### src/rtl/disp_scan_ctrl_if.sv
// Display scan bus: pattern load handshake, frame controls and the shared anode/segment pins.
// master = pattern source / pin observer, slave = scan controller.
interface disp_scan_ctrl_if;
    logic [7:0] in0;
    logic [7:0] in1;
    logic [7:0] in2;
    logic [7:0] in3;
    logic       load;
    logic       load_ack;
    logic [3:0] dig_en;
    logic [3:0] bright;
    logic [3:0] an;
    logic [7:0] sseg;
    logic       frame_tick;

    modport master (
        output in0, in1, in2, in3, load, dig_en, bright,
        input  load_ack, an, sseg, frame_tick
    );

    modport slave (
        input  in0, in1, in2, in3, load, dig_en, bright,
        output load_ack, an, sseg, frame_tick
    );
endinterface

### src/rtl/disp_scan_ctrl.sv
// Four-digit 7-seg scanner with frame-atomic pattern load, blanking and 16-level PWM; all pins registered (1 clk).
// No backpressure: load is held pending until the next frame boundary, acked once with a 1-cycle pulse.
module disp_scan_ctrl #(
    parameter int SUB_DIV = 256,
    parameter int BLANK   = 2
) (
    input  logic               clk,
    input  logic               reset,
    disp_scan_ctrl_if.slave    bus
);
    localparam int              CW       = $clog2(SUB_DIV);
    localparam logic [CW-1:0]   SUB_LAST = CW'(SUB_DIV - 1);
    localparam logic [4:0]      BLANK5   = 5'(BLANK);

    // scan position
    logic [CW-1:0] sub_cnt;
    logic [CW-1:0] sub_cnt_nx;
    logic [3:0]    s;
    logic [3:0]    s_nx;
    logic [1:0]    d;
    logic [1:0]    d_nx;

    // frame-latched state
    logic [3:0][7:0] shadow;
    logic [3:0]      en_r;
    logic [3:0]      bright_r;
    logic            pending;
    logic            pending_nx;

    logic       sub_wrap;
    logic       boundary;
    logic       capture;
    logic       lit;
    logic [3:0] an_nx;
    logic [7:0] sseg_nx;

    always_comb begin
        sub_wrap   = (sub_cnt == SUB_LAST);
        sub_cnt_nx = sub_wrap ? '0 : sub_cnt + 1'b1;
        s_nx       = sub_wrap ? s + 4'd1 : s;
        d_nx       = (sub_wrap && (s == 4'd15)) ? d + 2'd1 : d;
    end

    // A capture consumes the pending request, so a boundary always leaves pending clear.
    always_comb begin
        boundary   = (d == 2'd0) && (s == 4'd0) && (sub_cnt == '0);
        capture    = boundary && (pending || bus.load);
        pending_nx = boundary ? 1'b0 : (pending | bus.load);
    end

    // 5-bit compare so BLANK + bright_r past 15 simply lights to slot end.
    always_comb begin
        lit     = en_r[d]
                  && ({1'b0, s} >= BLANK5)
                  && ({1'b0, s} <  (BLANK5 + {1'b0, bright_r}));
        an_nx   = 4'hF;
        sseg_nx = 8'hFF;
        if (lit) begin
            an_nx   = ~(4'b0001 << d);
            sseg_nx = shadow[d];
        end
    end

    always_ff @(posedge clk) begin
        if (reset) begin
            sub_cnt <= '0;
            s       <= 4'd0;
            d       <= 2'd0;
            pending <= 1'b0;
            en_r    <= 4'h0;
            bright_r <= 4'h0;
            shadow  <= {4{8'hFF}};
        end else begin
            sub_cnt <= sub_cnt_nx;
            s       <= s_nx;
            d       <= d_nx;
            pending <= pending_nx;
            if (boundary) begin
                en_r     <= bus.dig_en;
                bright_r <= bus.bright;
            end
            if (capture) begin
                shadow <= {bus.in3, bus.in2, bus.in1, bus.in0};
            end
        end
    end

    always_ff @(posedge clk) begin
        if (reset) begin
            bus.an         <= 4'hF;
            bus.sseg       <= 8'hFF;
            bus.load_ack   <= 1'b0;
            bus.frame_tick <= 1'b0;
        end else begin
            bus.an         <= an_nx;
            bus.sseg       <= sseg_nx;
            bus.load_ack   <= capture;
            bus.frame_tick <= boundary;
        end
    end

    a_one_anode: assert property (@(posedge clk) disable iff (reset)
        $onehot0(~bus.an));
    a_dark_sseg: assert property (@(posedge clk) disable iff (reset)
        (bus.an == 4'hF) |-> (bus.sseg == 8'hFF));
    a_ack_on_tick: assert property (@(posedge clk) disable iff (reset)
        bus.load_ack |-> bus.frame_tick);
endmodule

### src/flat_wrapper.sv
// flat-port wrapper written by rule: the top's interface ports become plain ports
module disp_scan_ctrl_flat 
#(
    parameter int SUB_DIV = 256,
    parameter int BLANK   = 2
)
  (clk, reset, bus_in0, bus_in1, bus_in2, bus_in3, bus_load, bus_dig_en, bus_bright, bus_load_ack, bus_an, bus_sseg, bus_frame_tick);
  disp_scan_ctrl_if bus_i ();
  input  logic clk;
  input  logic reset;
  input wire logic [$bits(bus_i.in0)-1:0] bus_in0;
  input wire logic [$bits(bus_i.in1)-1:0] bus_in1;
  input wire logic [$bits(bus_i.in2)-1:0] bus_in2;
  input wire logic [$bits(bus_i.in3)-1:0] bus_in3;
  input wire logic [$bits(bus_i.load)-1:0] bus_load;
  input wire logic [$bits(bus_i.dig_en)-1:0] bus_dig_en;
  input wire logic [$bits(bus_i.bright)-1:0] bus_bright;
  output wire logic [$bits(bus_i.load_ack)-1:0] bus_load_ack;
  output wire logic [$bits(bus_i.an)-1:0] bus_an;
  output wire logic [$bits(bus_i.sseg)-1:0] bus_sseg;
  output wire logic [$bits(bus_i.frame_tick)-1:0] bus_frame_tick;
  assign bus_i.in0 = bus_in0;
  assign bus_i.in1 = bus_in1;
  assign bus_i.in2 = bus_in2;
  assign bus_i.in3 = bus_in3;
  assign bus_i.load = bus_load;
  assign bus_i.dig_en = bus_dig_en;
  assign bus_i.bright = bus_bright;
  assign bus_load_ack = bus_i.load_ack;
  assign bus_an = bus_i.an;
  assign bus_sseg = bus_i.sseg;
  assign bus_frame_tick = bus_i.frame_tick;
  disp_scan_ctrl #(.SUB_DIV(SUB_DIV), .BLANK(BLANK)) u_core (.clk(clk), .reset(reset), .bus(bus_i));
endmodule
### config.mk
export PLATFORM = sky130hd
export DESIGN_NAME = disp_scan_ctrl_flat
export DESIGN_NICKNAME = d
export VERILOG_FILES = /design/src/rtl/disp_scan_ctrl_if.sv /design/src/rtl/disp_scan_ctrl.sv /design/src/flat_wrapper.sv
export SDC_FILE = /design/constraint.sdc
export NUM_CORES = 1
export LEC_CHECK = 0
export BUFFER_PORTS_ARGS = -buffer_cell sky130_fd_sc_hd__buf_2
export CORE_UTILIZATION = 55
export CTS_CLUSTER_SIZE = 24
export DETAILED_ROUTE_END_ITERATION = 16
export PLACE_DENSITY = 0.79
export SYNTH_ARGS = -nofsm -noshare
export SYNTH_HDL_FRONTEND = slang
export SYNTH_SLANG_ARGS = --single-unit
### constraint.sdc
create_clock -name clk -period 2.4 [get_ports clk]
set_clock_uncertainty 0.05 [all_clocks]
set_input_delay 0.6 -clock clk [delete_from_list [all_inputs] [get_ports clk]]
set_output_delay 0.6 -clock clk [all_outputs]
set_load 0.05 [all_outputs]
### Word-level counts from Yosys, hierarchy flattened

Index checks and enable logic that the tools add are counted.

* flip-flop bits (word level): 69
* input bits: 43
* output and inout port bits: 14
* logic and storage cells: 44

* add/sub/neg operators: 4
* $lt $le $gt $ge: 3
* equal/unequal tests: 2
* shifts and indexed selects: 1
* mux-type cells: 4
* bitwise operators: 3
* reduce and logical (&&, ||, !) cells: 13

Operators by type and width (number)
* $bmux 8 s2: 1
* $add 8x1->8 const B: 1
* $eq 8x8->1 const B: 1
* $logic_not 8->1: 1
* $mux 8: 1
* $logic_and 1x1->1: 6
* $reduce_or 2->1: 3
* $add 2x4->5 const A: 1
* $lt 4x5->1: 1
* $add 4x1->4 const B: 1
* $eq 4x4->1 const B: 1
* $ge 4x2->1 const B: 1
* $logic_not 4->1: 1
* $not 4->4: 1
* $shl 1x2->4 const A: 1
* $lt 2x3->1 const B: 1
* $add 2x1->2 const B: 1
* $bmux 1 s2: 1
* $logic_not 2->1: 1
* $logic_or 1x1->1: 1
* $mux 1: 1
* $not 1->1: 1
* $or 1x1->1: 1

### Depth between registers and ports, before layout

* depth after elaboration: 6
* mapped depth: 9
* depth with buffers taken out: 7

### Least setup slack after synthesis

No wires, ideal clock.

* path kind: register to register
* start: reg u_core.bright_r[1]
* end: reg u_core.bus.sseg[0]
* library setup time: 0.123 ns
* data arrival time: 1.881 ns
* setup slack: 0.346 ns
* cell stages (with the launch flop): 8
* path buffers: 0
* clock period less this slack: 2.054 ns
* cells stage by stage: dfxtp_1 -> ha_1 -> inv_1 -> ha_1 -> a211o_1 -> a31oi_2 -> o211ai_1 -> or2_2

* cells in the longest elaborated chain, start to end: 5

Ends and longest elaborated chain
* from (decl): RTL line disp_scan_ctrl.sv:26 `logic [3:0] bright_r;`
* from (signal assigned): RTL line disp_scan_ctrl.sv:80 `bright_r <= bus.bright;`
* $add 2x4->5: RTL line disp_scan_ctrl.sv:55 `&& ({1'b0, s} < (BLANK5 + {1'b0, bright_r}));`
* $lt 4x5->1: RTL line disp_scan_ctrl.sv:55
* $logic_and 1x1->1: RTL line disp_scan_ctrl.sv:55
* $not 1->1 (no source line)
* $reduce_or 2->1 (no source line)
* to (signal assigned): RTL line disp_scan_ctrl.sv:96 `bus.sseg <= sseg_nx;`
* to (decl): RTL line disp_scan_ctrl_if.sv:23 `output load_ack, an, sseg, frame_tick`

No other way between the ends.
A chain may end at the register's enable or synchronous reset.

### Final worst setup path

* start: reg u_core.bright_r[1]
* end: reg u_core.bus.sseg[4]

Same word-level chain as after synthesis.

==> out/qor.csv <==
metric,value,unit
outcome,"complete, no violations",
timing.reg2reg.worst_path_depth,7,
cp_slowest_cell,or2_2,
first_global_vias,2212,
grt_max_degree,90,
finalHoldViolations,0,
ios,57,
cts_inserted_buffers,9,
finalCritPeriodShare,97.1,%
kind_of_path_behind_the_tightest_hold_check,in2reg,
first_pass_grt_wire_length,10000,um
total_nets_after_synthesis,364,
io_buffers,56,
antenna_cells,0,
post_route_cells_drive_above_1_share,36.8,%
place_hpwl,4140,um
clock_tree.root_cell,clkbuf_8,
tightestPinTransition,0.528,ns
clock_path_buffers,2,
worst-endpoint-arrival,2.51,ns
relSlewSlack,64.6,%
tritoncts,done,
worst_skew_pair.late_latency,0.34,ns
end_kind,flop,
worst_slack,0.0700,ns
timing.fmax,429,MHz
critical_path.max_fanout,8,
setup_viol_count_final,0,
detail_route.iter0.violations,158,
ctsHoldBuffers,0,
floorplan.initialDensity,57.3,%
r2r-end,u_core.bus.sseg[4],
route.detailed.vias_per_inst,5.32,
num_vias,2319,
cp_cell_sequence,"ha_1, inv_1, ha_1, a211o_1, a31oi_4, o211ai_1, or2_2",
postLayoutCoreUtil,64.9,%
ys_warn_count,0,
cell_area_power_density,697,nW/um^2
routed_wirelength,6050,um
timing.critical_path.from_type,flop,
layout.nets,415,
maxCapViolations,0,
setup.worst_path.class,reg2reg,
critical-path-top-cell-by-count,ha_1,
synth_seq_area_share,43.5,%
synthFlopType,dfxtp_1,
worstPathRequired,2.58,ns
grt_antenna_before_repair,0,
floorplan.die.width,78,um
post_synthesis_to_final_layout_area_growth,13.1,%
routed_wire_length_per_instance,13.9,um
path_clk_slew,0.08,ns
ys_types,38,
power.ir.vdd_worst,491,uV
ctsHtreeMaxLevel,3,
cpPeakStageDelay,0.38,ns
grt_overflow_total,0,
whs_path_depth,3,
count_of_flip_flops_with_a_built_in_enable_after_synthesis,0,
rrSetupSlack,0.07,ns
cts.sinks,69,
ffs_w_async_s_r_synth,0,%
postSynthAreaPerCell,10.3,sq um
postSynthCellCount,308,
first_pass_iters,4,
worstHoldStart,bus_dig_en[0],
power_total,2.51,mW
ant_nets,0,
placeableCoreArea,5540,sq um
remaining_drc_errors,0,
place_congestion,0.785,
timing.final.max_slew_violations,0,
num_rows,27,
worst_r2r_startpoint,u_core.bright_r[1],
yosys_register_bits,69,
netlist_area,3180,sq um
dp_slack,0.119,ns
grt_util_all_layers,21.8,%
chip_height,78,um
final_period_minus_worst_setup_slack,2.33,ns
filler_cell_count,467,
design.die.area,6080,sq um
hold_path_end,u_core.en_r[0],
power.static_leakage,1.37,nW
## through the flow
step | instance area [sq um] | setup TNS, ns | cells | hold WS (ns)
3_5_place_dp | 3390 | 0 | 420 | 0.437
5_1_grt | 3590 | -0.0321 | 436 | 0.436
6_report | 3590 | 0 | 436 | 0.439
3_3_place_gp | 3390 | 0 | 420 | 0.423
4_1_cts | 3580 | 0 | 436 | 0.431
2_1_floorplan | 3180 | 0 | 308 | 0.407
## layout by cell type, fill, tap and decap left out, drive strengths merged
master	Yosys	routed
nand2	1	1
a21boi	1	1
ha	13	13
nand4	2	2
a211o	1	1
mux2i	9	9
dfxtp	69	69
and3	1	1
nand3	9	9
inv	9	10
o21ai	3	3
xor2	3	3
clkinv	0	2
nor4	2	2
clkinvlp	0	3
mux4	9	9
nor3	39	39
nor2	52	52
or2	8	8
or3	1	1
clkbuf	10	9
a31oi	2	2
o211ai	1	1
buf	12	62
and4b	1	1
nor3b	3	3
o2111ai	4	4
nand2b	1	1
bufinv	0	1
nor4bb	1	1
xnor2	6	6
a21oi	35	35
## where the power goes
| group | internal (mW) | total [mW] | switching [mW] |
|---|---|---|---|
| clock network | 0.482 | 0.931 | 0.448 |
| registers | 1.21 | 1.26 | 0.0441 |
| logic | 0.138 | 0.317 | 0.179 |
| total | 1.83 | 2.51 | 0.671 |
## flip-flops by register name, indices dropped and copies added, names as in the netlist
register               cells
u_core.bus.an              4
u_core.bright_r            4
u_core.bus.frame_tick      1
u_core.s                   4
u_core.sub_cnt             8
u_core.en_r                4
u_core.bus.load_ack        1
u_core.d                   2
u_core.pending             1
u_core.bus.sseg            8
u_core.shadow             32
## cell usage after synthesis (2+ instances only)
cell type | count | share of area [%]
o21ai_0 | 3 | 0.47
nand3_1 | 9 | 1.4
dfxtp_1 | 69 | 43
clkbuf_8 | 6 | 2.6
buf_2 | 3 | 0.47
a21oi_2 | 30 | 8.3
inv_1 | 9 | 1.1
ha_1 | 13 | 5.1
mux4_2 | 9 | 6.4
clkbuf_1 | 4 | 0.47
a21oi_1 | 5 | 0.79
or2_2 | 8 | 1.6
buf_6 | 4 | 1.4
buf_12 | 3 | 1.9
xor2_1 | 3 | 0.83
nor2_1 | 52 | 6.1
nor3b_1 | 3 | 0.71
nor3_2 | 4 | 1.3
o2111ai_1 | 4 | 1.1
xnor2_1 | 6 | 1.7
nor3_1 | 35 | 5.5
mux2i_1 | 9 | 2.8
buf_4 | 2 | 0.47
## routing by layer
metal	GRT usage [%]	vias up	part of all wire, %
met3	4.71	9	4.1
met2	35.0	56	48
met5	0	-	0
li1	-	1179	-
met1	27.1	1075	47
met4	12.4	0	1.7
## cell type report
type / instances / area [sq um] / share of cell area (%)
clock inverter: 7 / 75.1 / 2.09
clock buffer: 9 / 124 / 3.45
tap: 72 / 90.1 / 2.51
sequential: 69 / 1380 / 38.4
multi-input combinational: 208 / 1540 / 42.8
timing repair buffer: 62 / 350 / 9.75
inverter: 9 / 33.8 / 0.940
## timing repair
action,in CTS,in global routing
gates resized for setup,0,1
endpoints found under the setup margin,0,8
setup buffers,0,0
## logic make-up (layout without fill, tap and decap cells)
logic type / after synthesis / count (layout) / synth area share, %
adder cells (fa/ha/maj): 13 / 13 / 5.12
buffers and inverters: 31 / 87 / 8.39
XOR/XNOR: 9 / 9 / 2.48
flip-flops: 69 / 69 / 43.5
AO/OA/AOI/OAI: 47 / 47 / 12.0
multiplexers: 18 / 18 / 9.22
AND/OR/NAND/NOR: 121 / 121 / 19.3
## worst max-delay path, delay by kind of cell, from the launching register on
kind | cells | cell delay, ns
buffers and inverters | 1 | 0.04
adder cells (fa/ha/maj) | 2 | 0.61
AND/OR/NAND/NOR | 1 | 0.38
AO/OA/AOI/OAI | 3 | 0.78
flip-flops | 1 | 0.35
## worst max-delay path by stage
stage                  startpoint  depth (start not counted)                  to
2_1_floorplan  u_core.bright_r[1]                          7  u_core.bus.sseg[0]
3_3_place_gp   u_core.bright_r[1]                          7  u_core.bus.sseg[4]
3_5_place_dp   u_core.bright_r[1]                          7  u_core.bus.sseg[4]
4_1_cts        u_core.bright_r[1]                          7  u_core.bus.sseg[4]
5_1_grt        u_core.bright_r[1]                          7  u_core.bus.sseg[6]
6_report       u_core.bright_r[1]                          7  u_core.bus.sseg[4]
Note: power is estimated with default switching activity, not from simulation.
